[config.mk]
export PLATFORM = sky130hd
export DESIGN_NAME = move_ctrl
export DESIGN_NICKNAME = d
export VERILOG_FILES = /design/src/rtl/move_ctrl_pkg.sv /design/src/rtl/move_ctrl_line_check.sv /design/src/rtl/move_ctrl.sv
export SDC_FILE = /design/constraint.sdc
export NUM_CORES = 1
export LEC_CHECK = 0
export ABC_CLOCK_PERIOD_IN_PS = 2500
export CAP_MARGIN = 15
export CORE_UTILIZATION = 35
export DETAILED_ROUTE_END_ITERATION = 10
export PLACE_DENSITY = 0.61
export SLEW_MARGIN = 20
export SYNTH_ARGS = -nofsm -noshare
export SYNTH_HDL_FRONTEND = slang
export SYNTH_SLANG_ARGS = --single-unit
[constraint.sdc]
create_clock -name clk -period 2.5 [get_ports clk]
set_input_delay 0.25 -clock clk [delete_from_list [all_inputs] [get_ports clk]]
set_output_delay 0.25 -clock clk [all_outputs]
set_load 0.02 [all_outputs]
[src/rtl/move_ctrl_pkg.sv]
`default_nettype none
// ============================================================================
//  Module      : move_ctrl_pkg
//  Description : Shared types and constants for the tic-tac-toe move
//                controller: FSM state encoding, board size and the table
//                of the eight winning lines.
//  Revision    : 1.0 - initial release
// ============================================================================
package move_ctrl_pkg;

    // Number of cells on the 3x3 board, row-major 0..8
    localparam int NUM_CELLS = 9;
    // Number of candidate winning lines (3 rows, 3 columns, 2 diagonals)
    localparam int NUM_LINES = 8;

    // Controller states
    typedef enum logic [2:0] {
        ST_IDLE  = 3'd0,
        ST_APPLY = 3'd1,
        ST_CHECK = 3'd2,
        ST_DONE  = 3'd3,
        ST_CLEAR = 3'd4
    } state_t;

    // Cell indices of each line: rows, then columns, then the two diagonals
    localparam logic [3:0] LINE_TABLE [NUM_LINES][3] = '{
        '{4'd0, 4'd1, 4'd2},
        '{4'd3, 4'd4, 4'd5},
        '{4'd6, 4'd7, 4'd8},
        '{4'd0, 4'd3, 4'd6},
        '{4'd1, 4'd4, 4'd7},
        '{4'd2, 4'd5, 4'd8},
        '{4'd0, 4'd4, 4'd8},
        '{4'd2, 4'd4, 4'd6}
    };

    // Expand one line of the table into a nine-bit cell mask
    function automatic logic [NUM_CELLS-1:0] line_mask(input logic [2:0] line);
        logic [NUM_CELLS-1:0] m;
        m = '0;
        for (int j = 0; j < 3; j++) begin
            m = m | ({{(NUM_CELLS-1){1'b0}}, 1'b1} << LINE_TABLE[line][j]);
        end
        return m;
    endfunction

endpackage
`default_nettype wire

[src/rtl/move_ctrl_line_check.sv]
`default_nettype none
// ============================================================================
//  Module      : line_check
//  Description : Combinational evaluation of one board line. A line is hit
//                when all three of its cells are occupied and every stored
//                symbol matches the requested symbol.
//  Revision    : 1.0 - initial release
// ============================================================================
module line_check
    import move_ctrl_pkg::*;
(
    input  logic [2:0]           line_idx,
    input  logic [NUM_CELLS-1:0] cell_valid,
    input  logic [NUM_CELLS-1:0] cell_symbol,
    input  logic                 symbol,
    output logic                 hit
);

    logic [NUM_CELLS-1:0] w_mask;
    logic                 w_all_valid;
    logic                 w_all_match;

    // Mask out the three cells of the selected line and test them together
    always_comb begin
        w_mask      = line_mask(line_idx);
        w_all_valid = ((cell_valid & w_mask) == w_mask);
        w_all_match = (((cell_symbol ^ {NUM_CELLS{symbol}}) & w_mask) == '0);
        hit         = w_all_valid && w_all_match;
    end

endmodule
`default_nettype wire

[src/rtl/move_ctrl.sv]
`default_nettype none
// ============================================================================
//  Module      : move_ctrl
//  Description : Move controller for a 3x3 board held in external cells.
//                Accepts a move in IDLE, writes it in APPLY, scans the eight
//                lines over eight CHECK cycles, then either hands the turn
//                over, or reports a win/draw and waits in DONE for new_game.
//  Revision    : 1.0 - initial release
// ============================================================================
module move_ctrl
    import move_ctrl_pkg::*;
#(
    parameter logic FIRST_SYMBOL = 1'b0
) (
    input  logic                 clk,
    input  logic                 reset,
    input  logic                 new_game,
    input  logic                 move_valid,
    input  logic [3:0]           move_idx,
    output logic                 move_ready,
    output logic                 move_err,
    input  logic [NUM_CELLS-1:0] cell_valid,
    input  logic [NUM_CELLS-1:0] cell_symbol,
    output logic [NUM_CELLS-1:0] cell_set,
    output logic                 cell_set_symbol,
    output logic                 cell_reset,
    output logic                 turn,
    output logic                 game_over,
    output logic                 win,
    output logic                 draw,
    output logic                 winner
);

    state_t               r_state;
    logic [2:0]           r_line;
    logic                 r_hit;
    logic                 r_sym;
    logic                 r_turn;
    logic                 r_move_ready;
    logic                 r_move_err;
    logic [NUM_CELLS-1:0] r_cell_set;
    logic                 r_cell_reset;
    logic                 r_game_over;
    logic                 r_win;
    logic                 r_draw;
    logic                 r_winner;

    logic [NUM_CELLS-1:0] w_req_onehot;
    logic                 w_illegal;
    logic                 w_line_hit;
    logic                 w_accept;

    // Decode the requested cell and judge legality; indices above 8 shift
    // the one-hot out of range and are rejected explicitly
    always_comb begin
        w_req_onehot = {{(NUM_CELLS-1){1'b0}}, 1'b1} << move_idx;
        w_illegal    = (move_idx > 4'd8) || ((cell_valid & w_req_onehot) != '0);
        w_accept     = move_valid && r_move_ready;
    end

    // Line evaluator, stepped through lines 0..7 by r_line during CHECK
    line_check u_line_check (
        .line_idx    (r_line),
        .cell_valid  (cell_valid),
        .cell_symbol (cell_symbol),
        .symbol      (r_sym),
        .hit         (w_line_hit)
    );

    // Controller FSM with all outputs registered.
    // move_ready is cleared on acceptance and only re-armed after one full
    // cycle back in IDLE, which gives the return cycle after CHECK; leaving
    // CLEAR arms it directly so a fresh game is ready immediately.
    always_ff @(posedge clk) begin
        if (reset) begin
            r_state      <= ST_CLEAR;
            r_line       <= 3'd0;
            r_hit        <= 1'b0;
            r_sym        <= FIRST_SYMBOL;
            r_turn       <= FIRST_SYMBOL;
            r_move_ready <= 1'b0;
            r_move_err   <= 1'b0;
            r_cell_set   <= '0;
            r_cell_reset <= 1'b1;
            r_game_over  <= 1'b0;
            r_win        <= 1'b0;
            r_draw       <= 1'b0;
            r_winner     <= 1'b0;
        end else begin
            r_move_err   <= 1'b0;
            r_cell_set   <= '0;
            r_cell_reset <= 1'b0;
            case (r_state)
                ST_IDLE: begin
                    r_move_ready <= 1'b1;
                    if (w_accept) begin
                        if (w_illegal) begin
                            r_move_err <= 1'b1;
                        end else begin
                            r_sym        <= r_turn;
                            r_cell_set   <= w_req_onehot;
                            r_move_ready <= 1'b0;
                            r_state      <= ST_APPLY;
                        end
                    end
                end
                ST_APPLY: begin
                    r_line  <= 3'd0;
                    r_hit   <= 1'b0;
                    r_state <= ST_CHECK;
                end
                ST_CHECK: begin
                    r_hit  <= r_hit | w_line_hit;
                    r_line <= r_line + 3'd1;
                    if (r_line == 3'd7) begin
                        if (r_hit || w_line_hit) begin
                            r_game_over <= 1'b1;
                            r_win       <= 1'b1;
                            r_draw      <= 1'b0;
                            r_winner    <= r_sym;
                            r_state     <= ST_DONE;
                        end else if (&cell_valid) begin
                            r_game_over <= 1'b1;
                            r_win       <= 1'b0;
                            r_draw      <= 1'b1;
                            r_winner    <= 1'b0;
                            r_state     <= ST_DONE;
                        end else begin
                            r_turn  <= ~r_turn;
                            r_state <= ST_IDLE;
                        end
                    end
                end
                ST_DONE: begin
                    if (new_game) begin
                        r_cell_reset <= 1'b1;
                        r_state      <= ST_CLEAR;
                    end
                end
                ST_CLEAR: begin
                    r_game_over  <= 1'b0;
                    r_win        <= 1'b0;
                    r_draw       <= 1'b0;
                    r_winner     <= 1'b0;
                    r_turn       <= FIRST_SYMBOL;
                    r_move_ready <= 1'b1;
                    r_state      <= ST_IDLE;
                end
                default: begin
                    r_cell_reset <= 1'b1;
                    r_move_ready <= 1'b0;
                    r_state      <= ST_CLEAR;
                end
            endcase
        end
    end

    assign move_ready      = r_move_ready;
    assign move_err        = r_move_err;
    assign cell_set        = r_cell_set;
    assign cell_set_symbol = r_sym;
    assign cell_reset      = r_cell_reset;
    assign turn            = r_turn;
    assign game_over       = r_game_over;
    assign win             = r_win;
    assign draw            = r_draw;
    assign winner          = r_winner;

endmodule
`default_nettype wire
==> Word-level counts from Yosys, hierarchy flattened <==
Memory sizes are Yosys's and may differ from the RTL's.
Index checks and enable logic that the tools add are counted.
Widths: inputs -> output; s select.
{ "totals": {"output_inout_bits": 18, "n_memories": 1, "ff_bits": 25, "rom_bits": 96, "inputBits": 26, "wordCells": 98} }
{ "memory_table": {"columns": ["name", "words", "width", "read_ports", "rd_ports_with_merged_regs", "write_ports", "line_no", "source"], "rows": [
  ["(name not given)", 8, 12, 1, 0, 0, "move_ctrl_pkg.sv:42", "m = m | ({{(NUM_CELLS-1){1'b0}}, 1'b1} << LINE_TABLE[line][j]);"]
]} }
{ "classes": {"shift": 4, "n_lt_le_gt_ge": 2, "n_eq_ne": 13, "bitwise_logic": 12, "muxes": 34, "reduce_logical": 18, "n_addsub": 1} }
{ "op_table": {"columns": ["operator", "n"], "rows": [
  ["$shl 1x4->9 const A", 4],
  ["$and 9x9->9", 3],
  ["$mux 12", 2],
  ["$or 9x9->9", 2],
  ["$mux 1", 16],
  ["$pmux 3 s5", 1],
  ["$pmux 1 s2", 7],
  ["$mux 3", 4],
  ["$ne 2x2->1 const B", 6],
  ["$eq 9x9->1", 1],
  ["$logic_not 9->1", 1],
  ["$reduce_and 9->1", 1],
  ["$reduce_bool 9->1", 1],
  ["$xor 9x9->9", 1],
  ["$reduce_and 4->1", 2],
  ["$reduce_or 4->1", 2],
  ["$eq 3x2->1 const B", 2],
  ["$eq 3x3->1 const B", 2],
  ["$pmux 3 s2", 1],
  ["$reduce_and 3->1", 2],
  ["$reduce_or 3->1", 2],
  ["$ge 4x4->1 const B", 1],
  ["$gt 4x4->1 const B", 1],
  ["$mux 2", 2],
  ["other kinds (11)", 17]
]} }

==> Longest topological paths before layout <==
Gate-level depths: netlist of the first run.
{ "logic_depth": {"depth_word": 14, "mapped_depth": 10, "depth_no_buf": 9} }

==> Cells and area by module <==
A second synthesis of the first run with hierarchy kept.
{ "unflattened": {"cells_unflattened": 199, "area_unflattened_um2": 1770.4} }
{ "modules_own_cells": {"columns": ["mod", "area_per_inst_um2", "cells_per_inst", "instances", "seq_area_each_um2"], "rows": [
  ["move_ctrl", 1270.0, 131, 1, 500.5],
  ["line_check", 500.5, 68, 1, 0.0]
]} }

==> Least setup slack after synthesis of the first run <==
OpenSTA, ideal clock, no wires.
{ "synth_timing": {"path_type": "reg2reg", "startpoint": "register r_line[0]", "endpoint": "register r_win (netlist: win)", "t_arrival_ns": 2.408, "setup_ns": 0.119, "required_time_ns": 2.381, "n_path_buf": 1, "synth_period_minus_slack_ns": 2.527, "setup_slack_ns": -0.027, "path_stages_with_launch": 11, "path_cell_list": "dfxtp_1 inv_1 ha_1 buf_2 a2111oi_0 a311oi_1 a21o_1 nand4_1 o21bai_2 o31a_1 o221a_1"} }
{ "synth_between": {"elab_chain_cells": 14, "word_cells_on_any_way": 22, "classes_between": "eq/ne: 4; shift: 3; mux: 5; bitwise: 5; reduce/logical: 4; memory: 1"} }
{ "synth_rtl": {"columns": ["element", "line_no", "source"], "rows": [
  ["from (decl)", "move_ctrl.sv:35", "logic [2:0] r_line;"],
  ["from (signal assigned)", "move_ctrl.sv:114", "r_line <= r_line + 3'd1;"],
  ["$not 3->4 (not written as such)", "move_ctrl_pkg.sv:42", null],
  ["$mem_v2 8x12", null, null],
  ["$mux 12 (not written as such) (2 in a row)", "move_ctrl_pkg.sv:42", null],
  ["$shl 1x4->9", "move_ctrl_pkg.sv:42", null],
  ["$or 9x9->9 (2 in a row)", "move_ctrl_pkg.sv:42", null],
  ["$and 9x9->9 (on tied branches)", "move_ctrl_line_check.sv:26, move_ctrl_line_check.sv:27", null],
  ["$eq 9x9->1 or $logic_not 9->1 (tied branches)", "move_ctrl_line_check.sv:26, move_ctrl_line_check.sv:27", null],
  ["$logic_and 1x1->1", "move_ctrl_line_check.sv:28", "hit = w_all_valid && w_all_match;"],
  ["$logic_or 1x1->1", "move_ctrl.sv:116", "if (r_hit || w_line_hit) begin"],
  ["$mux 1", "move_ctrl.sv:116", null],
  ["$mux 1", "move_ctrl.sv:115", "if (r_line == 3'd7) begin"],
  ["$pmux 1 s2", "move_ctrl.sv:93", "case (r_state)"],
  ["to (signal assigned)", "move_ctrl.sv:86", "r_win <= 1'b0;"],
  ["to (signal assigned)", "move_ctrl.sv:118", "r_win <= 1'b1;"],
  ["to (signal assigned)", "move_ctrl.sv:124", "r_win <= 1'b0;"],
  ["to (decl)", "move_ctrl.sv:44", "logic r_win;"]
]} }
Parallel ways exist; a longest one is shown, timed or not. The select of a mux whose other input is x is not followed.
A chain may end at the register's enable or synchronous reset.

==> Final worst setup path of the first run <==
Same ends and word-level chain as after synthesis.

==> impl_metrics.env, run 1 <==
export IMPL_synth_edff_count=0
export IMPL_area_growth_pct=39.98
export IMPL_viasPerCell=5.302
export IMPL_die_h_um=69.06
export IMPL_worstPathArrival_ns=2.53
export IMPL_critical_path_top_delay_family="compound AO/OA/AOI/OAI gates"
export IMPL_finalSetupViolations=0
export IMPL_min_path_type="register to register"
export IMPL_worstPathMaxFanout=10
export IMPL_routabilityCongestion=0.8165
export IMPL_seq_area_frac_synth=0.3180
export IMPL_path_cells="buf_4 > ha_1 > nand2b_1 > a221oi_1 > o31ai_1 > nand4_1 > o21bai_2 > o31a_1 > o221a_1"
export IMPL_postRouteAntennaNets=0
export IMPL_portBuffers=43
export IMPL_power_frac_comb=0.181
export IMPL_status="completed"
export IMPL_grt_pass1_vias=1442
export IMPL_syn_num_nets=220
export IMPL_pwr_share_seq=0.518
export IMPL_start_util=0.3640
export IMPL_sw_frac_of_total=0.2468
export IMPL_place_inst=287
export IMPL_cp_start_kind="register"
export IMPL_die_w_um=69.06
export IMPL_internal_power_mw=0.5972
export IMPL_power_leakage_nw=0.8354
export IMPL_p_per_area_mw_per_mm2=359.8
export IMPL_vdd_ir_drop_max_mv=0.1597
export IMPL_instances_no_fill=291
export IMPL_ys_types=50
export IMPL_layout_commonest_cell="clkdlybuf4s50_1"
export IMPL_coreArea_mm2=0.004324
export IMPL_synthArstFlopShare=0
export IMPL_critPathKind="register to register"
export IMPL_slowest_stage="dfxtp_2"
export IMPL_cts_buffers=3
export IMPL_syn_area_mm2=0.001574
export IMPL_required_ns=2.67
export IMPL_ys_ff_latch=25
export IMPL_switching_power_mw=0.1956
export IMPL_power_share_clock=0.301
export IMPL_rsz0062_at_grt="yes"
export IMPL_num_io_pins=44
export IMPL_synth_avg_cell_area_um2=8.417
export IMPL_fin_nets=273
export IMPL_synthFlopType="dfxtp_1"
export IMPL_fin_crit_ns=2.361
export IMPL_maxCapViolations=0
export IMPL_finClkSkew_ns=0.009272
export IMPL_mostFrequentLayoutCells="clkdlybuf4s50_1 (43), dfxtp_1 (24), nand2_1 (18), buf_4 (12)"
export IMPL_ys_warn_count=0
export IMPL_num_vias=1543
export IMPL_crit_buf_inv=1
export IMPL_dieArea_mm2=0.004769
export IMPL_num_antenna_cells=0
export IMPL_wl_per_cell_um=13.62
export IMPL_insertion_delay_ns=0.27
export IMPL_max_stage_delay_ns=0.33
export IMPL_routed_wirelength_um=3964
export IMPL_antenna_found_initial=0
export IMPL_crit_path_end_kind="register"
export IMPL_overflow=0
export IMPL_clk_pin_slew_ns=0.09
export IMPL_grt_pass1_wl_um=6741
export IMPL_hold_violations=0
export IMPL_std_cell_rows=24
export IMPL_final_max_slew_viol_count=0
export IMPL_p_total_mw=0.7928
export IMPL_drc=0
export IMPL_drive_gt1_frac=0.1297
export IMPL_firstDrtPassIters=4
export IMPL_cts_num_sinks=25
export IMPL_synthCells=187
export IMPL_hpwl_um=3156
export IMPL_fin_tns_setup_ns=0
export IMPL_period_share=0.9443
export IMPL_track_usage=0.1732
export IMPL_drtIter0Drc=87
export IMPL_tightest_slew_ns=0.5232
export IMPL_tritoncts="built"
export IMPL_root_buffer="clkbuf_8"
export IMPL_cts_setup_buffers=0
export IMPL_grt_max_degree=17
export IMPL_clock_path_buffers=2
export IMPL_relSlewSlack=0.6507
export IMPL_max_freq_mhz=423.6
export IMPL_cts_htree_levels=1
export IMPL_cts_hold_buf=0
==> logic make-up (layout without fill, tap and decap cells) <==
family          Yosys count  count (layout)  share of synthesized area
fa+ha+maj                 7               7                    0.05564
mux                       5               5                    0.03975
simple gates             78              78                     0.2870
flops                    25              25                     0.3180
compound gates           48              48                     0.2099
buf+inv                  15              67                    0.03975
xor+xnor                  9               9                    0.05008
==> stage by stage <==
step | utilization | hold WS (ns) | instance area (µm²) | setup slack (ns)
3_3_place_gp | 0.4922 | 0.4536 | 2128 | 0.09929
6_report | 0.5095 | 0.4812 | 2203 | 0.1392
5_1_grt | 0.5095 | 0.5122 | 2203 | -0.02077
3_5_place_dp | 0.4922 | 0.4617 | 2128 | 0.08454
2_1_floorplan | - | 0.3261 | 1575 | 0.05106
4_1_cts | 0.5035 | 0.4849 | 2177 | 0.07533
==> layout make-up <==
type / instances / area [µm²]
multi-input combinational: 147 / 1037
fill: 425 / 2121
clock buffer: 3 / 41.29
inverter: 8 / 30.03
sequential: 25 / 501.7
tap: 52 / 65.06
clock inverter: 1 / 7.507
timing repair buffer: 55 / 520.5
==> Yosys cell counts, types with 2 or more instances <==
library cell  instances  area [µm²]
and2_4                2       17.52
or3_1                 3       18.77
nand3_1               4       20.02
nor3_1                5       25.02
o311ai_0              2       17.52
nor3b_2               2       25.02
o21ai_0               6       30.03
nand2_1              18       67.56
nand4_1               3       18.77
nor4_1                2       12.51
nand2b_1              7       43.79
nor2_1               11       41.29
xnor2_1               9       78.83
mux2i_1               4       40.04
a31oi_1               3       18.77
ha_1                  7       87.58
dfxtp_1              25       500.5
a21o_1                2       15.01
o22ai_1               2       12.51
a2111oi_0             2       17.52
and2_1                2       12.51
o2111ai_1             2       17.52
nor3b_1               2       15.01
and3_1                6       37.54
clkbuf_1              4       15.01
a22oi_1               2       15.01
buf_2                 2       10.01
inv_1                 8       30.03
nor2b_1               6       37.54
o21ai_1               4       20.02
a21oi_1              11       55.05
==> worst paths after layout <==
kind                            slack (ns)  cells after the start                   start                endpoint
worst max-delay path                  0.14                      9  r_line[0]$_SDFFE_PP0P_        win$_SDFFE_PP0P_
worst min-delay path                  0.48                      1  game_over$_SDFFE_PP0P_  game_over$_SDFFE_PP0P_
worst max register to register        0.14                      9  r_line[0]$_SDFFE_PP0P_        win$_SDFFE_PP0P_
worst min register to register        0.48                      1  game_over$_SDFFE_PP0P_  game_over$_SDFFE_PP0P_
==> power by group through the flow <==
stage                     sequential (mW)  combinational, mW  clock (mW)
final                               0.411              0.144       0.238
after global routing                0.412              0.156       0.267
after CTS                           0.411              0.144       0.248
after detailed placement            0.420              0.143           0
after global placement              0.420              0.143           0
after floorplan                     0.425             0.0575           0
==> repair_timing <==
item | in CTS | in global routing
endpoints found under the setup margin | 0 | 6
hold endpoints to repair | 0 | 0
resized for setup | 0 | 8
==> state kept, by name (all words and copies together), names as in the netlist <==
signal,cells
cell_reset,1
draw,1
move_err,1
cell_set_symbol,1
winner,1
win,1
r_hit,1
r_state,3
r_line,3
cell_set,9
game_over,1
turn,1
move_ready,1
==> layer usage <==
metal  wire [µm]  up-vias  part of all wire  global-route usage
met4          59        0             0.015             0.06122
met5           0        -                 0                   0
met1        1886      720              0.48              0.2323
li1            -      787                 -                   -
met2        1855       32              0.47              0.2772
met3         162        4             0.041             0.03216
Note: power is estimated with default switching activity, not from simulation.
==> run 2, diff against run 1 <==
ABC_CLOCK_PERIOD_IN_PS = 1900   (was 2500)
clock period = 1.9 ns   (was 2.5 ns; I/O delays follow)
==> impl_metrics.env, run 2 (synthesis gave the netlist of run 1 again) <==
export IMPL_status="complete, but fails checks"
export IMPL_violations="setup timing"
export IMPL_largest_reg_flops=9
export IMPL_num_io_pins=44
export IMPL_num_antenna_cells=0
export IMPL_max_stage_delay_ns=0.39
export IMPL_fin_crit_ns=2.156
export IMPL_cts_htree_levels=1
export IMPL_wl_per_cell_um=13.77
export IMPL_fin_nets=307
export IMPL_relSlewSlack=0.6360
export IMPL_cp_start_kind="register"
export IMPL_drc=0
export IMPL_tightest_slew_ns=0.5440
export IMPL_hpwl_um=3479
export IMPL_routabilityCongestion=0.8873
export IMPL_rsz0062_at_grt="yes"
export IMPL_cts_num_sinks=25
export IMPL_vdd_ir_drop_max_mv=0.2706
export IMPL_stdcell_area_mm2=0.002557
export IMPL_setup_ws_ns=-0.2562
export IMPL_place_inst=318
export IMPL_overflow=0
export IMPL_dieArea_mm2=0.004769
export IMPL_instances_no_fill=325
export IMPL_antenna_found_initial=0
export IMPL_slowest_stage="dfxtp_4"
export IMPL_final_max_slew_viol_count=0
export IMPL_die_h_um=69.06
export IMPL_placed_area_mm2=0.002404
export IMPL_path_cells="inv_4 > ha_4 > nor2_1 > buf_4 > a22oi_1 > nand3_1 > nand4_1 > o21bai_2 > buf_4 > o311ai_4 > o41ai_2"
export IMPL_num_vias=1667
export IMPL_crit_path_end_kind="register"
export IMPL_routed_wirelength_um=4475
export IMPL_root_buffer="clkbuf_8"
export IMPL_seqCellArea_um2=508.0
export IMPL_maxCapViolations=0
export IMPL_clk_pin_slew_ns=0.10
export IMPL_hold_violations=0
export IMPL_firstDrtPassIters=4
export IMPL_drive_gt1_frac=0.2967
export IMPL_insertion_delay_ns=0.28
export IMPL_tritoncts="built"
export IMPL_cpMostUsedCell="buf_4"
export IMPL_required_ns=2.06
export IMPL_coreArea_mm2=0.004324
export IMPL_crit_buf_inv=3
export IMPL_critical_path_top_delay_family="compound AO/OA/AOI/OAI gates"
export IMPL_multi_input_area_mm2=0.001136
export IMPL_fill_cells=418
export IMPL_p_per_area_mw_per_mm2=428.4
export IMPL_drtIter0Drc=94
export IMPL_portBuffers=43
export IMPL_start_util=0.3640
export IMPL_power_leakage_nw=1.024
export IMPL_layout_commonest_cell="buf_4"
export IMPL_std_cell_rows=24
export IMPL_die_w_um=69.06
export IMPL_worstPathArrival_ns=2.32
export IMPL_area_growth_pct=62.48
export IMPL_finalSetupViolations=8
export IMPL_clock_path_buffers=2
export IMPL_postRouteAntennaNets=0
export IMPL_max_freq_mhz=463.8
export IMPL_min_path_type="input port to register"
export IMPL_grt_pass1_vias=1566
export IMPL_grt_pass1_wl_um=7389
export IMPL_mostFrequentLayoutCells="buf_4 (46), clkdlybuf4s50_1 (37), dfxtp_1 (23), nand2_1 (18)"
export IMPL_period_share=1.135
export IMPL_track_usage=0.1882
export IMPL_finClkSkew_ns=0.009662
export IMPL_grt_max_degree=16
export IMPL_viasPerCell=5.129
export IMPL_critPathKind="register to register"
export IMPL_cts_hold_buf=0
export IMPL_cts_buffers=3
export IMPL_worstPathMaxFanout=7
[run 2: cell type report]
type / count / area share
clock buffer: 3 / 0.01614
clock inverter: 1 / 0.002935
inverter: 8 / 0.01370
multi-input combinational: 147 / 0.4442
sequential: 25 / 0.1986
tap: 52 / 0.02544
timing repair buffer: 89 / 0.2989
[run 2: path summary, 6_finish.rpt]
path / from / endpoint / slack (ns) / depth (start not counted)
max: r_line[0]$_SDFFE_PP0P_ / turn$_SDFFE_PP0P_ / -0.26 / 11
min: move_idx[1] / cell_set[1]$_SDFF_PP0_ / 0.31 / 3
max reg2reg: r_line[0]$_SDFFE_PP0P_ / turn$_SDFFE_PP0P_ / -0.26 / 11
min reg2reg: game_over$_SDFFE_PP0P_ / game_over$_SDFFE_PP0P_ / 0.48 / 1
[run 2: what timing repair did]
item / CTS / global route
buffers inserted: 3 / 0
setup endpoints to repair: 18 / 18
gates resized for setup: 18 / 9
pin swaps: 7 / 8
[run 2: power breakdown]
| part | internal [mW] | leakage [nW] | switching, mW |
|---|---|---|---|
| logic | 0.125 | 0.798 | 0.0989 |
| registers | 0.530 | 0.205 | 0.00862 |
| clock network | 0.149 | 0.0217 | 0.184 |
[run 2: per-layer routing]
| layer | vias to the layer above | share of wire | global-route usage |
|---|---|---|---|
| li1 | 860 | - | - |
| met1 | 776 | 0.49 | 0.2643 |
| met2 | 27 | 0.47 | 0.3010 |
| met3 | 4 | 0.027 | 0.01901 |
| met4 | 0 | 0.013 | 0.06122 |
| met5 | - | 0 | 0 |
[run 2: worst register-to-register path: cells and delay by family (launching register included)]
family | cells | cell delay, ns
AO/OA/AOI/OAI | 4 | 0.66
adder cells (fa/ha/maj) | 1 | 0.32
buffers and inverters | 3 | 0.36
flip-flops | 1 | 0.39
AND/OR/NAND/NOR | 3 | 0.32
[run 2: stage by stage]
step           setup slack (ns)  setup TNS, ns  hold slack, ns  total power [mW]    util
2_1_floorplan           -0.3023         -1.022          0.2661            0.6341       -
3_5_place_dp            -0.5129         -6.639          0.4429            0.7636  0.5558
6_report                -0.2562         -1.257          0.3080             1.096  0.5914
3_3_place_gp            -0.4617         -6.213          0.4424            0.7638  0.5558
5_1_grt                 -0.3268         -2.010          0.3334             1.140  0.5914
4_1_cts                 -0.2174         -1.200          0.4533             1.098  0.5819
==> run 3, diff against run 2 <==
ABC_CLOCK_PERIOD_IN_PS = 2060   (was 1900)
PLACE_DENSITY = 0.59   (was 0.61)
SLEW_MARGIN = 30   (was 20)
clock period = 2.06 ns   (was 1.9 ns; I/O delays follow)
==> impl_metrics.env, run 3 (synthesis gave the netlist of run 1 again) <==
export IMPL_status="complete, but fails checks"
export IMPL_violations="setup timing"
export IMPL_power_leakage_nw=1.057
export IMPL_mostFrequentLayoutCells="buf_4 (46), clkdlybuf4s50_1 (38), dfxtp_1 (23), nand2_1 (18), a21oi_1 (11)"
export IMPL_max_freq_mhz=467.2
export IMPL_startpoint="r_line[0]$_SDFFE_PP0P_"
export IMPL_num_io_pins=44
export IMPL_die_w_um=69.06
export IMPL_routed_wl_met3_um=100
export IMPL_p_per_area_mw_per_mm2=387.0
export IMPL_instances_no_fill=326
export IMPL_internal_power_mw=0.7422
export IMPL_final_max_slew_viol_count=0
export IMPL_coreArea_mm2=0.004324
export IMPL_root_buffer="clkbuf_8"
export IMPL_crit_path_end_kind="register"
export IMPL_critPathKind="register to register"
export IMPL_routed_top_layer="met4"
export IMPL_die_h_um=69.06
export IMPL_tightest_slew_ns=0.5211
export IMPL_cts_num_sinks=25
export IMPL_portBuffers=43
export IMPL_num_vias=1660
export IMPL_cts_hold_buf=0
export IMPL_r2r_setup_slack_ns=-0.08
export IMPL_placed_area_mm2=0.002396
export IMPL_p_total_mw=0.9971
export IMPL_routed_wirelength_um=4561
export IMPL_maxCapViolations=0
export IMPL_r2r_start="r_line[0]$_SDFFE_PP0P_"
export IMPL_worstPathArrival_ns=2.31
export IMPL_cts_buffers=3
export IMPL_critical_path_reg2reg_endpoint="win$_SDFFE_PP0P_"
export IMPL_drc=0
export IMPL_relSlewSlack=0.6513
export IMPL_slowest_stage="dfxtp_4"
export IMPL_worstPathMaxFanout=7
export IMPL_pwr_share_seq=0.498
export IMPL_min_path_type="register to register"
export IMPL_required_ns=2.23
export IMPL_routabilityCongestion=0.8615
export IMPL_stdcell_area_mm2=0.002576
export IMPL_viasPerCell=5.092
export IMPL_r2r_cells=9
export IMPL_overflow=0
export IMPL_num_antenna_cells=0
export IMPL_m1WireLength_um=2232
export IMPL_area_growth_pct=63.67
export IMPL_hold_violations=0
export IMPL_hpwl_um=3593
export IMPL_fill_cells=405
export IMPL_sw_frac_of_total=0.2556
export IMPL_drive_gt1_frac=0.2920
export IMPL_rsz0062_at_grt="yes"
export IMPL_grt_pass1_wl_um=7700
export IMPL_fin_crit_ns=2.140
export IMPL_vdd_ir_drop_max_mv=0.2523
export IMPL_path_cells="inv_4 > ha_4 > a2111oi_4 > a311oi_2 > a21o_1 > nand4_1 > o21bai_2 > o31a_1 > o221a_1"
export IMPL_clock_path_buffers=2
export IMPL_holdWs_ns=0.4700
export IMPL_drtIter0Drc=82
export IMPL_largest_reg_flops=9
export IMPL_firstDrtPassIters=4
export IMPL_cts_htree_levels=1
export IMPL_layout_commonest_cell="buf_4"
export IMPL_switching_power_mw=0.2549
export IMPL_finClkSkew_ns=0.01201
export IMPL_cp_start_kind="register"
export IMPL_grt_max_degree=16
export IMPL_dieArea_mm2=0.004769
export IMPL_antenna_found_initial=0
export IMPL_track_usage=0.1961
export IMPL_grt_pass1_vias=1516
export IMPL_power_frac_comb=0.206
export IMPL_fin_nets=308
export IMPL_finalSetupViolations=5
export IMPL_endpoint="win$_SDFFE_PP0P_"
export IMPL_start_util=0.3640
export IMPL_std_cell_rows=24
export IMPL_wl_per_cell_um=13.99
export IMPL_tritoncts="built"
export IMPL_insertion_delay_ns=0.27
export IMPL_power_share_clock=0.296
export IMPL_dr_wl_met2_um=2198
export IMPL_fin_util=0.5958
export IMPL_max_stage_delay_ns=0.39
export IMPL_clk_pin_slew_ns=0.10
export IMPL_period_share=1.039
export IMPL_place_inst=317
export IMPL_setup_ws_ns=-0.08041
export IMPL_postRouteAntennaNets=0
==> run 3: cell types whose count changed in the layout (fill, tap and decap cells not counted), sizes merged <==
cell / delta
dlygate4sd2: -4
buf: +1
clkbuf: -1
clkdlybuf4s50: +1
dlymetal6s2s: +4
==> run 3: what timing repair did <==
action	4_1_cts	5_1_grt
endpoints found under the setup margin	14	12
buffers inserted	2	3
hold endpoints to repair	0	0
resized for setup	11	12
pin swaps	5	9
==> run 3: layer usage <==
| metal | track usage | vias to the layer above |
|---|---|---|
| li1 | - | 858 |
| met4 | 0.04762 | 0 |
| met3 | 0.02632 | 2 |
| met1 | 0.2740 | 780 |
| met2 | 0.3182 | 20 |
| met5 | 0 | - |
==> run 3: area by class of cell <==
cell class,instances,area (µm²),share of cell area
well taps,52,65.06,0.02525
flip-flops and latches,25,508.0,0.1972
repair buffers,90,795.8,0.3089
clock buffers,3,41.29,0.01603
multi-input cells,147,1124,0.4361
clock inverters,1,7.507,0.002914
inverters,8,35.03,0.01360
==> run 3: power by group through the flow <==
stage	Clock, mW	Sequential, mW	Combinational [mW]
after global routing	0.325	0.498	0.222
after global placement	0	0.507	0.195
after detailed placement	0	0.507	0.196
after floorplan	0	0.514	0.0710
after CTS	0.309	0.496	0.200
final	0.295	0.497	0.205
==> run 3: worst max-delay path, delay by kind of cell (launching register included) <==
family                     cells  cell delay, ns
and+or+nand+nor                1            0.14
AOI/OAI and AO/OA              6            1.18
adders and majority gates      1            0.27
DFF                            1            0.39
buffers and inverters          1            0.05
==> run 3: worst min-delay path by stage <==
stage / startpoint / endpoint / slack (ns) / depth (start not counted)
finish: game_over$_SDFFE_PP0P_ / game_over$_SDFFE_PP0P_ / 0.47 / 1
global route: game_over$_SDFFE_PP0P_ / game_over$_SDFFE_PP0P_ / 0.50 / 1
CTS: game_over$_SDFFE_PP0P_ / game_over$_SDFFE_PP0P_ / 0.47 / 1
floorplan: move_idx[0] / cell_set[0]$_SDFF_PP0_ / 0.28 / 1
global placement: game_over$_SDFFE_PP0P_ / game_over$_SDFFE_PP0P_ / 0.44 / 1
detailed placement: game_over$_SDFFE_PP0P_ / game_over$_SDFFE_PP0P_ / 0.45 / 1
==> run 3: per-stage QoR <==
step | setup TNS [ns] | worst slack (ns)
after floorplan | -0.3327 | -0.1424
after global placement | -3.258 | -0.2812
after detailed placement | -3.937 | -0.3245
after CTS | -0.3620 | -0.09982
after global routing | -1.222 | -0.2017
final | -0.2901 | -0.08041
==> variant, RTL diff (config.mk and constraints of run 1) <==
Change the parameter `FIRST_SYMBOL` from 1'b0 to 1'b1.
--- a/src/rtl/move_ctrl.sv
+++ b/src/rtl/move_ctrl.sv
@@ -12,3 +12,3 @@
 #(
-    parameter logic FIRST_SYMBOL = 1'b0
+    parameter logic FIRST_SYMBOL = 1'b1
 ) (
Formal check against the unedited RTL: not equivalent (Yosys sat finds a counterexample within 4 cycles, from zero or initial values and one cycle with reset high).
==> variant against run 1 <==
  * Setup slack improved by 0.020 ns
  * Via count increased by 2.7%
  * Critical endpoint unchanged
  * Power rose by 1.3%
  * Area after synthesis fell by 0.32%
  * Design area hardly changed
  * Maximum frequency is 0.83% higher
  * Sequential cell count stayed put
  * Wire length grew 0.81%
==> variant: results (changes against run 1) <==
hpwl_um: 3150  # was 3160 µm
grt_antenna_before_repair: 0  # unchanged
cts_max_level: 1  # unchanged
drive_gt1_frac: 0.131  # was 0.130
finClkSkew_ns: 0.00773  # was 0.00927 ns
drt-initial-drc-count: 92  # was 87
p_leak_nw: 0.862  # was 0.835 nW
io_buffers: 43  # unchanged
clkTransAtPathRegs_ns: 0.09  # about the same
cts_resized: 0  # unchanged
synthTopCellsByCount: "dfxtp_1, nand2_1, a21oi_1, nor2_1, xnor2_1"  # unchanged
clock_latency_ns: 0.27  # about the same
ys_top_cells_by_area: "dfxtp_1, ha_1, xnor2_1"  # unchanged
place_area_um2: 2150  # was 2130 µm²
clockRootBuffer: "clkbuf_8"  # unchanged
antennaDiodeCount: 0  # unchanged
synth-xor-area-share: 0.0502  # was 0.0501
fillers: 402  # was 425
wl_per_cell_um: 13.6  # about the same
cp_slowest_cell: "a2111oi_0"  # was dfxtp_2
clock_path_buffers: 2  # unchanged
synth-compound-area-share: 0.197  # was 0.210
status: "completed"  # unchanged
postCtsSetupBuffers: 0  # unchanged
crit_family: "compound AO/OA/AOI/OAI gates"  # unchanged
num_vias: 1584  # was 1543
ys_types: 49  # was 50
drt_first_pass_iters: 5  # was 4
grt_usage: 0.182  # was 0.173
syn-num-nets: 221  # was 220
synthAdderAreaFrac: 0.0558  # was 0.0556
grt_pass1_vias: 1443  # was 1442
peakVddDrop_mv: 0.196  # was 0.160 mV
grt_pass1_wl_um: 6570  # was 6740 µm
yosys_warnings: 0  # unchanged
cp_slowest_stage_delay_ns: 0.37  # was 0.33 ns
worst_pin_slew_ns: 0.577  # was 0.523 ns
largest_reg_flops: 9  # unchanged
synth-async-reset-ratio: 0  # unchanged
yosysSeqAreaShare: 0.319  # was 0.318
hp-class: "register to register"  # unchanged
fin_nets: 278  # was 273
cts_inserted_buffers: 3  # unchanged
synthMuxAreaShare: 0.0399  # was 0.0397
path_max_fanout: 6  # was 10
grt_max_degree: 16  # was 17
routabilityCongestion: 0.903  # was 0.817
drc_errors: 0  # unchanged
==> variant: routing by layer <==
metal | global-route usage | up-vias | part of all wire
met2 | 0.301 | 52 | 0.47
met4 | 0.0587 | 0 | 0.0095
li1 | - | 792 | -
met5 | 0 | - | 0
met3 | 0.0329 | 4 | 0.058
met1 | 0.238 | 736 | 0.46
==> variant: kinds of logic after synthesis <==
family          after synthesis
compound gates               46
xor+xnor                      9
fa+ha+maj                     7
buf+inv                      16
flops                        25
mux                           5
simple gates                 80
==> variant: layout make-up <==
class                           count  area share
Clock buffer                        3      0.0187
Clock inverter                      1     0.00341
Inverter                            9      0.0153
Multi-Input combinational cell    147       0.457
Sequential cell                    25       0.227
Tap cell                           50      0.0284
Timing Repair Buffer               59       0.250
==> variant: stage by stage <==
step                      setup WS (ns)  utilization  cells
after floorplan                 0.00998            -    188
after global placement           0.0744        0.519    290
after detailed placement         0.0359        0.519    290
after CTS                        0.0884        0.530    294
after global routing             0.0118        0.532    294
final                             0.159        0.532    294
==> variant: power by group <==
group          internal, mW  switching, mW  total (mW)
Clock                 0.113          0.131       0.244
Combinational        0.0817         0.0671       0.149
Sequential            0.405        0.00460       0.410
==> variant: final timing paths <==
kind,slack [ns],start,end,cells past startpoint
setup / recovery,0.16,r_line[0],win,10
hold / removal,0.47,game_over,game_over,1
setup reg to reg,0.16,r_line[0],win,10
hold reg to reg,0.47,game_over,game_over,1
